$ cat src/rtl/shift_ser_arb.sv
// Two-requester round-robin arbiter feeding a single framed serial shifter.
// A granted word is loaded on the accept edge, shifted out one bit per clock, then followed by a one-cycle gap.
module shift_ser_arb #(
    parameter int WIDTH     = 8,
    parameter bit MSB_FIRST = 1'b1
) (
    input  logic             clk,
    input  logic             rst,
    input  logic             req0_valid,
    input  logic [WIDTH-1:0] req0_data,
    output logic             req0_ready,
    input  logic             req1_valid,
    input  logic [WIDTH-1:0] req1_data,
    output logic             req1_ready,
    output logic             ser_out,
    output logic             ser_frame,
    output logic             ser_id,
    output logic             done,
    output logic             busy
);

    localparam int CW = $clog2(WIDTH);

    typedef enum logic [1:0] {IDLE, SHIFT, GAP} state_t;

    state_t           state, state_n;
    logic [WIDTH-1:0] sreg, sreg_n, sreg_shift, word;
    logic [CW-1:0]    cnt, cnt_n;
    logic             last_grant, last_grant_n;
    logic             ser_out_n, ser_frame_n, ser_id_n, done_n;
    logic             grant0, grant1;

    // On contention the requester that did not win last time is preferred.
    always_comb begin
        grant0 = req0_valid && (!req1_valid || last_grant);
        grant1 = req1_valid && (!req0_valid || !last_grant);
    end

    assign req0_ready = (state == IDLE) && grant0 && !rst;
    assign req1_ready = (state == IDLE) && grant1 && !rst;
    assign busy       = (state != IDLE);

    // ser_out is registered, so the first bit is presented from the word itself
    // on the accept edge and later bits come from the already-shifted register.
    always_comb begin
        state_n      = state;
        sreg_n       = sreg;
        cnt_n        = cnt;
        last_grant_n = last_grant;
        ser_out_n    = 1'b0;
        ser_frame_n  = 1'b0;
        ser_id_n     = ser_id;
        done_n       = 1'b0;
        word         = grant0 ? req0_data : req1_data;
        sreg_shift   = MSB_FIRST ? (sreg << 1) : (sreg >> 1);
        case (state)
            IDLE: begin
                if (grant0 || grant1) begin
                    sreg_n       = word;
                    ser_out_n    = MSB_FIRST ? word[WIDTH-1] : word[0];
                    ser_frame_n  = 1'b1;
                    ser_id_n     = grant1;
                    last_grant_n = grant1;
                    cnt_n        = CW'(WIDTH - 1);
                    state_n      = SHIFT;
                end
            end
            SHIFT: begin
                if (cnt == '0) begin
                    done_n  = 1'b1;
                    state_n = GAP;
                end else begin
                    sreg_n      = sreg_shift;
                    ser_out_n   = MSB_FIRST ? sreg_shift[WIDTH-1] : sreg_shift[0];
                    ser_frame_n = 1'b1;
                    cnt_n       = cnt - 1'b1;
                end
            end
            GAP:     state_n = IDLE;
            default: state_n = IDLE;
        endcase
    end

    always_ff @(posedge clk) begin
        if (rst) begin
            state      <= IDLE;
            sreg       <= '0;
            cnt        <= '0;
            last_grant <= 1'b1;
            ser_out    <= 1'b0;
            ser_frame  <= 1'b0;
            ser_id     <= 1'b0;
            done       <= 1'b0;
        end else begin
            state      <= state_n;
            sreg       <= sreg_n;
            cnt        <= cnt_n;
            last_grant <= last_grant_n;
            ser_out    <= ser_out_n;
            ser_frame  <= ser_frame_n;
            ser_id     <= ser_id_n;
            done       <= done_n;
        end
    end

endmodule

$ cat config.mk
export PLATFORM = sky130hd
export DESIGN_NAME = shift_ser_arb
export DESIGN_NICKNAME = d
export VERILOG_FILES = /design/src/rtl/shift_ser_arb.sv
export SDC_FILE = /design/constraint.sdc
export NUM_CORES = 1
export LEC_CHECK = 0
export CORE_AREA = 8 8 52 54
export DETAILED_ROUTE_END_ITERATION = 6
export DIE_AREA = 0 0 60 62
export GPL_TIMING_DRIVEN = 1
export HOLD_SLACK_MARGIN = 0.15
export PLACE_DENSITY_LB_ADDON = 0.1
export SLEW_MARGIN = 10
export SYNTH_ARGS = -nofsm -noshare
export SYNTH_HDL_FRONTEND = slang
export SYNTH_SLANG_ARGS = --single-unit
$ cat constraint.sdc
create_clock -name clk -period 2.53 [get_ports clk]
set_input_delay 0.6325 -clock clk [delete_from_list [all_inputs] [get_ports clk]]
set_output_delay 0.6325 -clock clk [all_outputs]
set_load 0.005 [all_outputs]
## Word-level counts from Yosys, hierarchy flattened

Index checks and enable logic that the tools add are counted.

| cells by class | value |
|---|---|
| $add $sub $neg | 1 |
| multipliers | 0 |
| div/mod/pow operators | 0 |
| order comparisons | 0 |
| equality and inequality tests | 4 |
| shift operators | 0 |
| muxes and demuxes | 17 |
| bitwise operators | 1 |
| reductions and logical operators | 21 |

Operator list:

| operator | number |
|---|---|
| $mux 7 | 2 |
| $pmux 7 s2 | 1 |
| $mux 8 | 1 |
| $logic_and 1x1->1 | 6 |
| $mux 3 | 2 |
| $pmux 3 s2 | 1 |
| $mux 1 | 5 |
| $logic_not 1->1 | 4 |
| $mux 2 | 2 |
| $ne 2x2->1 const B | 2 |
| $pmux 1 s2 | 2 |
| $pmux 2 s2 | 1 |
| $reduce_and 2->1 | 2 |
| $reduce_bool 2->1 | 2 |
| $logic_not 3->1 | 1 |
| $logic_or 1x1->1 | 3 |
| $reduce_and 3->1 | 1 |
| $sub 3x1->3 const B | 1 |
| $eq 2x1->1 const B | 1 |
| $logic_not 2->1 | 1 |
| $ne 2x1->1 const B | 1 |
| $reduce_or 2->1 | 1 |
| $not 1->1 | 1 |

| storage, ports and cells | value |
|---|---|
| register bits | 17 |
| latch bits | 0 |
| RAM bits | 0 |
| ROM bits | 0 |
| input port bits | 20 |
| output and inout port bits | 7 |
| logic and storage cells | 52 |
| memories | 0 |

## Logic depth before layout (Yosys ltp)

| depth | value |
|---|---|
| word-level depth | 6 |
| gate-level depth with buffers | 6 |
| gate-level depth less buffers | 6 |

## Worst setup path before layout

No wires, ideal clock.

| timing | value |
|---|---|
| kind | input to output |
| start point | input req1_valid |
| end point | output req0_ready |
| data arrival time | 1.268 ns |
| required time | 1.898 ns |
| setup slack | 0.630 ns |
| stages on the path | 4 |
| buffers on the path | 1 |
| cells stage by stage | nand2b_1 > clkbuf_1 > nand2_2 > nor3_1 |

| between the ends | value |
|---|---|
| longest elaborated chain between the ends | 5 |

RTL lines:

| element | line | text |
|---|---|---|
| start: declaration | 12 | `input logic req1_valid,` |
| $logic_not 1->1 | 35 | `grant0 = req0_valid && (!req1_valid \|\| last_grant);` |
| $logic_or 1x1->1 | 35 |  |
| $logic_and 1x1->1 | 35 |  |
| $logic_and 1x1->1 (2 in series) | 39 | `assign req0_ready = (state == IDLE) && grant0 && !rst;` |
| end: declaration | 11 | `output logic req0_ready,` |

Every way passes these cells.

## Final worst setup path

| timing | value |
|---|---|
| start point | input req0_valid |
| end point | output req1_ready |

| between the ends | value |
|---|---|
| longest elaborated chain between the ends | 5 |

RTL lines:

| element | line | text |
|---|---|---|
| start: declaration | 9 | `input logic req0_valid,` |
| $logic_not 1->1 | 36 | `grant1 = req1_valid && (!req0_valid \|\| !last_grant);` |
| $logic_or 1x1->1 | 36 |  |
| $logic_and 1x1->1 | 36 |  |
| $logic_and 1x1->1 (2 in series) | 40 | `assign req1_ready = (state == IDLE) && grant1 && !rst;` |
| end: declaration | 14 | `output logic req1_ready,` |

Every way passes these cells.

==> metrics.cfg <==
[run_status]
status = finished clean

[critical_path]
worstPathArrival_ps = 1700
path_cells = clkdlybuf4s50_1 > nand2_1 > nand2_1 > nor3_1 > dlygate4sd2_1
cp-start-kind = input pin
cp.required_ps = 1900
cp_max_fo = 4
crit_buf_inv = 2
r2r_slack_ps = 690
crit_top_cell = nand2_1
slowest_stage = clkdlybuf4s50_1
path_class = input pin to primary output
end_kind = primary output
path_delay_family = buffers and inverters
worst_path_largest_cell_delay_ps = 480

[floorplanning]
die_h_um = 62
die_w_um = 60
start_util_pct = 43.2
rows = 16
die_area_um2 = 3720
core_um2 = 1900
ios = 27

[clock_network]
cts_tree = done
ctsLongestPathBuffers = 2
cts_root_buf = clkbuf_4
cts.clk_slew.worst_paths_ps = 100
clock_latency_ps = 290
clock_sinks = 17
h-tree-depth = 1
numCtsBuffers = 3
hold_buffers = 0

[logic_synthesis]
syn_inst = 86
netlist_area_um2 = 821
synth.avg_cell_area_um2 = 9.54
ys.flop_type = dfxtp_1
ys_seq_elements = 17
synth_most_common_cell = dfxtp_1
netlist.area_leader.share_pct = 41.5
synth-simple-area-share_pct = 14.0
syn-num-nets = 108
muxShareOfSynthArea_pct = 2.44
synth_compound_area_share_pct = 33.4
synth.area.top_cells = dfxtp_1 (41%), o2bb2ai_1 (7.5%), a21boi_1 (5.5%), a31oi_1 (4.6%), o21ai_1 (3.7%)
ys_warn_count = 0
synth_top_family_by_area = compound AO/OA/AOI/OAI gates
ys_top_cells_by_count = dfxtp_1 (17), o2bb2ai_1 (7)
yosys.area_share.xor_xnor_pct = 0
synthArstFlopShare_pct = 0
synth-edff-count = 0
yosysSeqAreaShare_pct = 41.5
synth_fa_ha_area_share_pct = 3.05
yosysUniqueCellTypes = 30
synth_top_area_cell = dfxtp_1

[timing]
hold_viol_final = 0
period_needed_ps = 2330
worst_slack_ps = 198
max_freq_mhz = 429
skew_ps = 1.66
setup_viol = 0
slew_headroom_pct = 52.9
drv_slew = 0
finalCritPeriodShare_pct = 92.2
worst_slew_pin_slew_ps = 706
rsz0062_at_grt = no

[placement]
preCtsSetupSlack_ps = -109
numPortBuffers = 26
dp.cells = 141
post-dp-hpwl_mm = 1.61
place_area_um2 = 1140
place_congestion = 0.855

[routing]
wirelength_mm = 2.05
vias = 776
firstDrtPassIters = 4
routed-wl-met2_mm = 1.02
viasPerCell = 5.35
drt-met1-wl_um = 907
drc = 0
ant_nets = 0
drt_first_iter_violations = 11
wl_per_cell_um = 14.1
route.met3.wl_um = 110
highest_layer = met4

[finish]
drive_gt1_share_pct = 12.7
final_nets = 141
antenna_cells = 0
final_area_um2 = 1160
syn_to_final_growth_pct = 41.9
stdcell_count = 145

[global_routing]
grt_overflow = 0
grt_pass1_wl_mm = 3.50
track_usage_pct = 12.2
grt_max_degree = 11
antenna_found_initial = 0
grt_pass1_vias = 807

[hold_path]
hold_class = flip-flop to flip-flop

[pwr]
p_per_area_nw_per_um2 = 693
vdd_drop_max_mv = 0.510
p_leak_nw = 0.462

[run]
timing.max_cap.violations = 0

## flip-flops by register name, summed over array words and instances, names as in the netlist
| name | flops |
|---|---|
| ser_frame | 1 |
| ser_id | 1 |
| sreg | 7 |
| done | 1 |
| ser_out | 1 |
| last_grant | 1 |
| cnt | 3 |
| state | 2 |
## worst paths after layout
kind	from	endpoint	cells past startpoint
setup / recovery	req0_valid	req1_ready	5
hold / removal	sreg[5]	sreg[5]	1
setup reg to reg	cnt[0]	sreg[6]	7
hold reg to reg	sreg[5]	sreg[5]	1
## cell usage in the layout, fill, tap and decap left out, drive strengths merged, types with 3 or more instances in the layout
cell,count
o21ai,7
o2bb2ai,7
nand2,7
nor2,3
nor3,4
inv,5
a22o,3
clkdlybuf4s50,24
dfxtp,17
a21boi,6
clkbuf,3
buf,7
a31oi,6
## routing by layer
| metal | GRT usage, % | vias to the layer above |
|---|---|---|
| met5 | 0 | - |
| met4 | 3.06 | 0 |
| met3 | 4.53 | 2 |
| met2 | 20.9 | 21 |
| met1 | 14.1 | 365 |
| li1 | - | 388 |
## where the power goes
part / leakage, nW / switching, mW / internal [mW] / total, mW
registers: 0.141 / 0.0410 / 0.327 / 0.368
logic: 0.304 / 0.137 / 0.157 / 0.294
clock network: 0.0177 / 0.0869 / 0.0588 / 0.146
## worst reg2reg max path, cell delays in order (launching register included)
cell       delay (ps)
dfxtp_1           370
inv_1              50
ha_1              190
ha_1              270
a2111oi_4         480
buf_4             210
o21ai_1            70
o2bb2ai_1         140
## final cells by class
| cell class | instances | area, um^2 |
|---|---|---|
| clock inverters | 1 | 5.00 |
| inverters | 5 | 18.8 |
| repair buffers | 33 | 310 |
| well taps | 27 | 33.8 |
| fillers | 172 | 737 |
| clock buffers | 3 | 22.5 |
| flip-flops and latches | 17 | 340 |
| multi-input cells | 59 | 434 |
## cell families after synthesis
logic type	count (synthesis)
simple gates	20
fa+ha+maj	2
buf+inv	10
mux	2
flops	17
compound gates	35
## through the flow
| stage | utilization, % | power (mW) | TNS, ps | hold WS, ps |
|---|---|---|---|---|
| 2_1_floorplan | - | 0.559 | 0 | 433 |
| 3_3_place_gp | 59.9 | 0.663 | -51.1 | 448 |
| 3_5_place_dp | 59.9 | 0.674 | -135 | 453 |
| 4_1_cts | 61.3 | 0.816 | 0 | 478 |
| 5_1_grt | 61.3 | 0.871 | 0 | 484 |
| 6_report | 61.3 | 0.808 | 0 | 476 |
## what timing repair did
item	in CTS	in global routing
endpoints found under the setup margin	2	0
resized for setup	2	0
hold endpoints to repair	0	0
setup buffers	0	0
Note: power is estimated with default switching activity, not from simulation.
